===== src/rtl/icache_refill_ctrl.sv =====
// Instruction-cache miss handler: fetches a block from IRAM word by word,
// stalls fetch while busy and writes the assembled block for one cycle.
module icache_refill_ctrl #(
    parameter int BLOCK_BITS = 128,
    parameter int PC_W       = 32
) (
    input  logic                  clk,
    input  logic                  nrst,
    input  logic                  fetch_en,
    input  logic [PC_W-1:0]       pc,
    input  logic                  hit,
    input  logic                  flush,
    output logic                  stall,
    output logic                  we,
    output logic [0:BLOCK_BITS-1] block_out,
    output logic [PC_W-1:0]       refill_addr,
    output logic                  refill_done,
    output logic                  mem_req,
    output logic [PC_W-1:0]       mem_addr,
    input  logic                  mem_gnt,
    input  logic                  mem_rvalid,
    input  logic [0:31]           mem_rdata
);

    localparam int WORDS = BLOCK_BITS / 32;
    localparam int OFS   = $clog2(BLOCK_BITS / 8);
    localparam int CW    = (WORDS > 1) ? $clog2(WORDS) : 1;
    localparam logic [PC_W-1:0] OFS_MASK = PC_W'((1 << OFS) - 1);
    localparam logic [CW-1:0]   LAST     = CW'(WORDS - 1);

    typedef enum logic [2:0] {
        IDLE,
        REQ,
        WAIT,
        WRITE,
        DRAIN
    } state_t;

    state_t                state, state_d;
    logic [CW-1:0]         cnt;
    logic [PC_W-1:0]       addr_q;
    logic [0:BLOCK_BITS-1] buf_q;
    logic                  miss;
    logic                  start;
    logic                  store;
    logic                  bump;

    assign miss = fetch_en & ~hit & ~flush;

    always_ff @(posedge clk or negedge nrst) begin
        if (!nrst) state <= IDLE;
        else       state <= state_d;
    end

    always_comb begin
        state_d = state;
        start   = 1'b0;
        store   = 1'b0;
        bump    = 1'b0;
        unique case (state)
            IDLE: begin
                if (miss) begin
                    start   = 1'b1;
                    state_d = REQ;
                end
            end
            REQ: begin
                if (mem_gnt)    state_d = flush ? DRAIN : WAIT;
                else if (flush) state_d = IDLE;
            end
            WAIT: begin
                // a flush racing the data drops it; no read left outstanding
                if (mem_rvalid && flush) begin
                    state_d = IDLE;
                end else if (flush) begin
                    state_d = DRAIN;
                end else if (mem_rvalid) begin
                    store = 1'b1;
                    if (cnt == LAST) begin
                        state_d = WRITE;
                    end else begin
                        bump    = 1'b1;
                        state_d = REQ;
                    end
                end
            end
            DRAIN: begin
                if (mem_rvalid) state_d = IDLE;
            end
            WRITE: state_d = IDLE;
            default: state_d = IDLE;
        endcase
    end

    always_ff @(posedge clk or negedge nrst) begin
        if (!nrst) begin
            cnt    <= '0;
            addr_q <= '0;
            buf_q  <= '0;
        end else begin
            if (start) begin
                addr_q <= pc & ~OFS_MASK;
                cnt    <= '0;
            end
            if (bump) cnt <= cnt + 1'b1;
            if (store) begin
                for (int i = 0; i < WORDS; i++) begin
                    if (cnt == CW'(i)) buf_q[32*i +: 32] <= mem_rdata;
                end
            end
        end
    end

    assign stall       = nrst & ((state != IDLE) | miss);
    assign mem_req     = (state == REQ);
    assign mem_addr    = addr_q + (PC_W'(cnt) << 2);
    assign we          = (state == WRITE);
    assign refill_done = we;
    assign block_out   = we ? buf_q : '0;
    assign refill_addr = addr_q;

endmodule

===== config.mk =====
export PLATFORM = sky130hd
export DESIGN_NAME = icache_refill_ctrl
export DESIGN_NICKNAME = d
export VERILOG_FILES = /design/src/rtl/icache_refill_ctrl.sv
export SDC_FILE = /design/constraint.sdc
export NUM_CORES = 1
export LEC_CHECK = 0
export ABC_AREA = 1
export BUFFER_PORTS_ARGS = -buffer_cell sky130_fd_sc_hd__buf_2
export CAP_MARGIN = 10
export CORE_MARGIN = 10
export CORE_UTILIZATION = 45
export CTS_CLUSTER_SIZE = 30
export DETAILED_ROUTE_END_ITERATION = 6
export HOLD_SLACK_MARGIN = 0.08
export PLACE_DENSITY = 0.81
export SYNTH_ARGS = -nofsm -noshare
export SYNTH_HDL_FRONTEND = slang
export SYNTH_SLANG_ARGS = --single-unit

===== constraint.sdc =====
create_clock -name clk -period 1.9 [get_ports clk]
set_clock_uncertainty 0.2 [all_clocks]
set_input_delay 0.38 -clock clk [delete_from_list [all_inputs] [get_ports clk]]
set_output_delay 0.38 -clock clk [all_outputs]
set_load 0.02 [all_outputs]

==> impl_metrics.ini <==
[sta]
max_freq_ghz = 0.442
holdWs_ns = 0.177
fin_ws_ns = -0.360
worst_pin_slew_ns = 0.655
finalCritPeriodShare = 1.19
fin_crit_ns = 2.26
rsz0062_at_grt = yes
maxSlewViolCount = 0
hold_viol = 0
setup_viol = 290
slew_headroom = 0.563

[synthesis]
synth_compound_area_frac = 0.0907
synthAdderAreaFrac = 0.00679
synth_xor_area_frac = 0
seq_area_frac_synth = 0.547
synthArstFlopShare = 1.00
synthCells = 899
synth_top_family_by_area = simple AND/OR/NAND/NOR gates
synth_ff_type = dfrtp_1
synthSimpleGateAreaFrac = 0.206
yosysWarnings = 0
syn_avg_cell_area_um2 = 8.19
synth_top_area_share = 0.547
synth_area_leaders = dfrtp_1 55%, nand2_1 12%, inv_1 7.2%
syn-cell-area_mm2 = 0.00737
synth.most_common_cell = nand2_1
synth_area_leader_cell = dfrtp_1
ys_top_cells_by_count = 230 x nand2_1, 161 x dfrtp_1, 141 x inv_1
synthMuxAreaShare = 0
synth.distinct_cells = 23
ys_ff_latch = 161
synth_edf_count = 0

[critical_path]
worst-path-max-fanout = 59
startpoint_type = register
cp-end-kind = primary output
worstPathRequired_ns = 1.32
arrival_ns = 1.68
worst-path-buf-inv = 2
critPathKind = reg -> out
max_stage_delay_ns = 0.41
crit_chain = nor2_4 > nand2_4 > buf_12 > nor2_1 > buf_2
path_delay_family = simple AND/OR/NAND/NOR gates
slowest_stage = dfrtp_1

[placed_design]
dp.final_hpwl_mm = 14.9
portBuffers = 256
placed_area_mm2 = 0.00868
dp_slack_ns = -0.0528
gp_congestion = 0.822

[drt]
first_pass_iters = 6
drt_iter0_markers = 381
vias = 6751
drtAntennaViolNets = 0
wire_per_inst_um = 16.0
vias_per_cell = 4.75
routed_wl_mm = 22.7
post-route-drc-count = 0

[cts]
numCtsBuffers = 17
htreeDepth = 4
clockBufferDepth = 2
cts_tree = done
cts_root_buf = clkbuf_16
cts.sinks = 161
clkTransAtPathRegs_ns = 0.07
clock_latency_ns = 0.43

[outcome]
violations = setup timing
outcome = complete, but fails checks

[finish]
fin_area_mm2 = 0.0103
final_util = 0.648
drive_gt1_frac = 0.291
n_fill_cell = 1249
nets = 1265
seq_area_mm2 = 0.00403
multiInputGateArea_mm2 = 0.00234
area_delta_synth_final_pct = 40.2

[pwr]
ir_drop_uv = 913
fin_total_pwr_w = 0.0118
p_leak_nw = 5.98
pwr_density_cell_mw_per_mm2 = 1140

[floorplanning]
die_y_um = 148
rows = 46
io_pins = 267
die_w_um = 148
die-area_mm2 = 0.0219
initial_core_util = 0.462
fp.coreArea_mm2 = 0.0159

[global_routing]
grt_pass1_wl_mm = 36.4
grt_pass1_vias = 6975
gr-total-overflow = 0
antenna_found_initial = 1
grt_start_max_net_pins = 110
grt.total_usage = 0.205

[run]
cap_violations = 0

[min_path]
hold_path.class = in -> reg
worst reg2reg max path: stages (launching register included):
cell	delay, ns
dfrtp_1	0.41
buf_4	0.15
buf_6	0.11
buf_6	0.12
nor2_4	0.16
nand4_1	0.20
nor2_4	0.17
buf_12	0.27
nand2_1	0.14
o21ai_0	0.11
flip-flops by register name, summed over array words and instances, names as in the netlist:
register	flops
buf_q	128
state	3
refill_addr	28
cnt	2
placed cells by master, fill, tap and decap left out, drive strengths merged:
cell type	Yosys	routed
bufinv	0	4
a21oi	1	1
nor3	1	1
clkbuf	6	17
nor2	138	138
nand3	5	5
dfrtp	161	161
conb	1	6
o21ai	131	131
inv	143	146
a21boi	1	1
nand2	230	230
dlygate4sd3	0	64
buf	73	282
clkinv	0	7
clkinvlp	0	1
diode	0	1
nand4	4	4
ha	4	4
logic make-up after synthesis:
kind of cell,Yosys count
adder cells (fa/ha/maj),4
AND/OR/NAND/NOR,378
AO/OA/AOI/OAI,133
buffers and inverters,222
other,1
flip-flops,161
worst paths after layout:
path                                              from                          end  slack (ns)  cells after the start
max reg2reg                       state[2]$_DFFE_PN0P_       buf_q[112]$_DFFE_PN0P_       -0.22                      9
min in group asynchronous                         nrst        buf_q[90]$_DFFE_PN0P_        0.43                      3
max                               state[2]$_DFFE_PN0P_                 block_out[9]       -0.36                      5
max in group asynchronous                         nrst        buf_q[96]$_DFFE_PN0P_        0.51                      3
min reg2reg                refill_addr[26]$_DFFE_PN0P_  refill_addr[26]$_DFFE_PN0P_        0.30                      2
min                                              flush         state[1]$_DFFE_PN0P_        0.18                      4
layer usage:
layer	up-vias	track usage	share of wire
met5	-	0	0
met4	0	0.0882	0.031
met3	49	0.0644	0.069
met2	259	0.356	0.51
met1	3208	0.226	0.39
li1	3235	-	-
power by group:
group / internal (W) / total (W) / switching, W
Combinational: 0.00125 / 0.00362 / 0.00237
Clock: 0.00222 / 0.00365 / 0.00144
Sequential: 0.00412 / 0.00449 / 0.000370
per-stage QoR:
| step | instances | TNS, ns |
|---|---|---|
| floorplan | 904 | 0 |
| global placement | 1319 | -0.0122 |
| detailed placement | 1319 | -0.0534 |
| CTS | 1417 | -34.11 |
| global route | 1420 | -79.42 |
| finish | 1420 | -56.73 |
what timing repair did:
action,in CTS,in global routing
pin swaps,2,4
hold buffers,64,0
gates resized for setup,103,34
endpoints found under the setup margin,132,290
gates cloned,0,0
endpoints found under the hold margin,317,0
setup buffers,2,2
layout make-up:
type | count | area share
Inverter | 143 | 0.0522
Tap cell | 216 | 0.0262
Clock buffer | 17 | 0.0412
Clock inverter | 15 | 0.0201
Sequential cell | 161 | 0.390
Timing Repair Buffer | 346 | 0.244
Antenna cell | 1 | 0.000242
Multi-Input combinational cell | 521 | 0.226
Note: power is estimated with default switching activity, not from simulation.
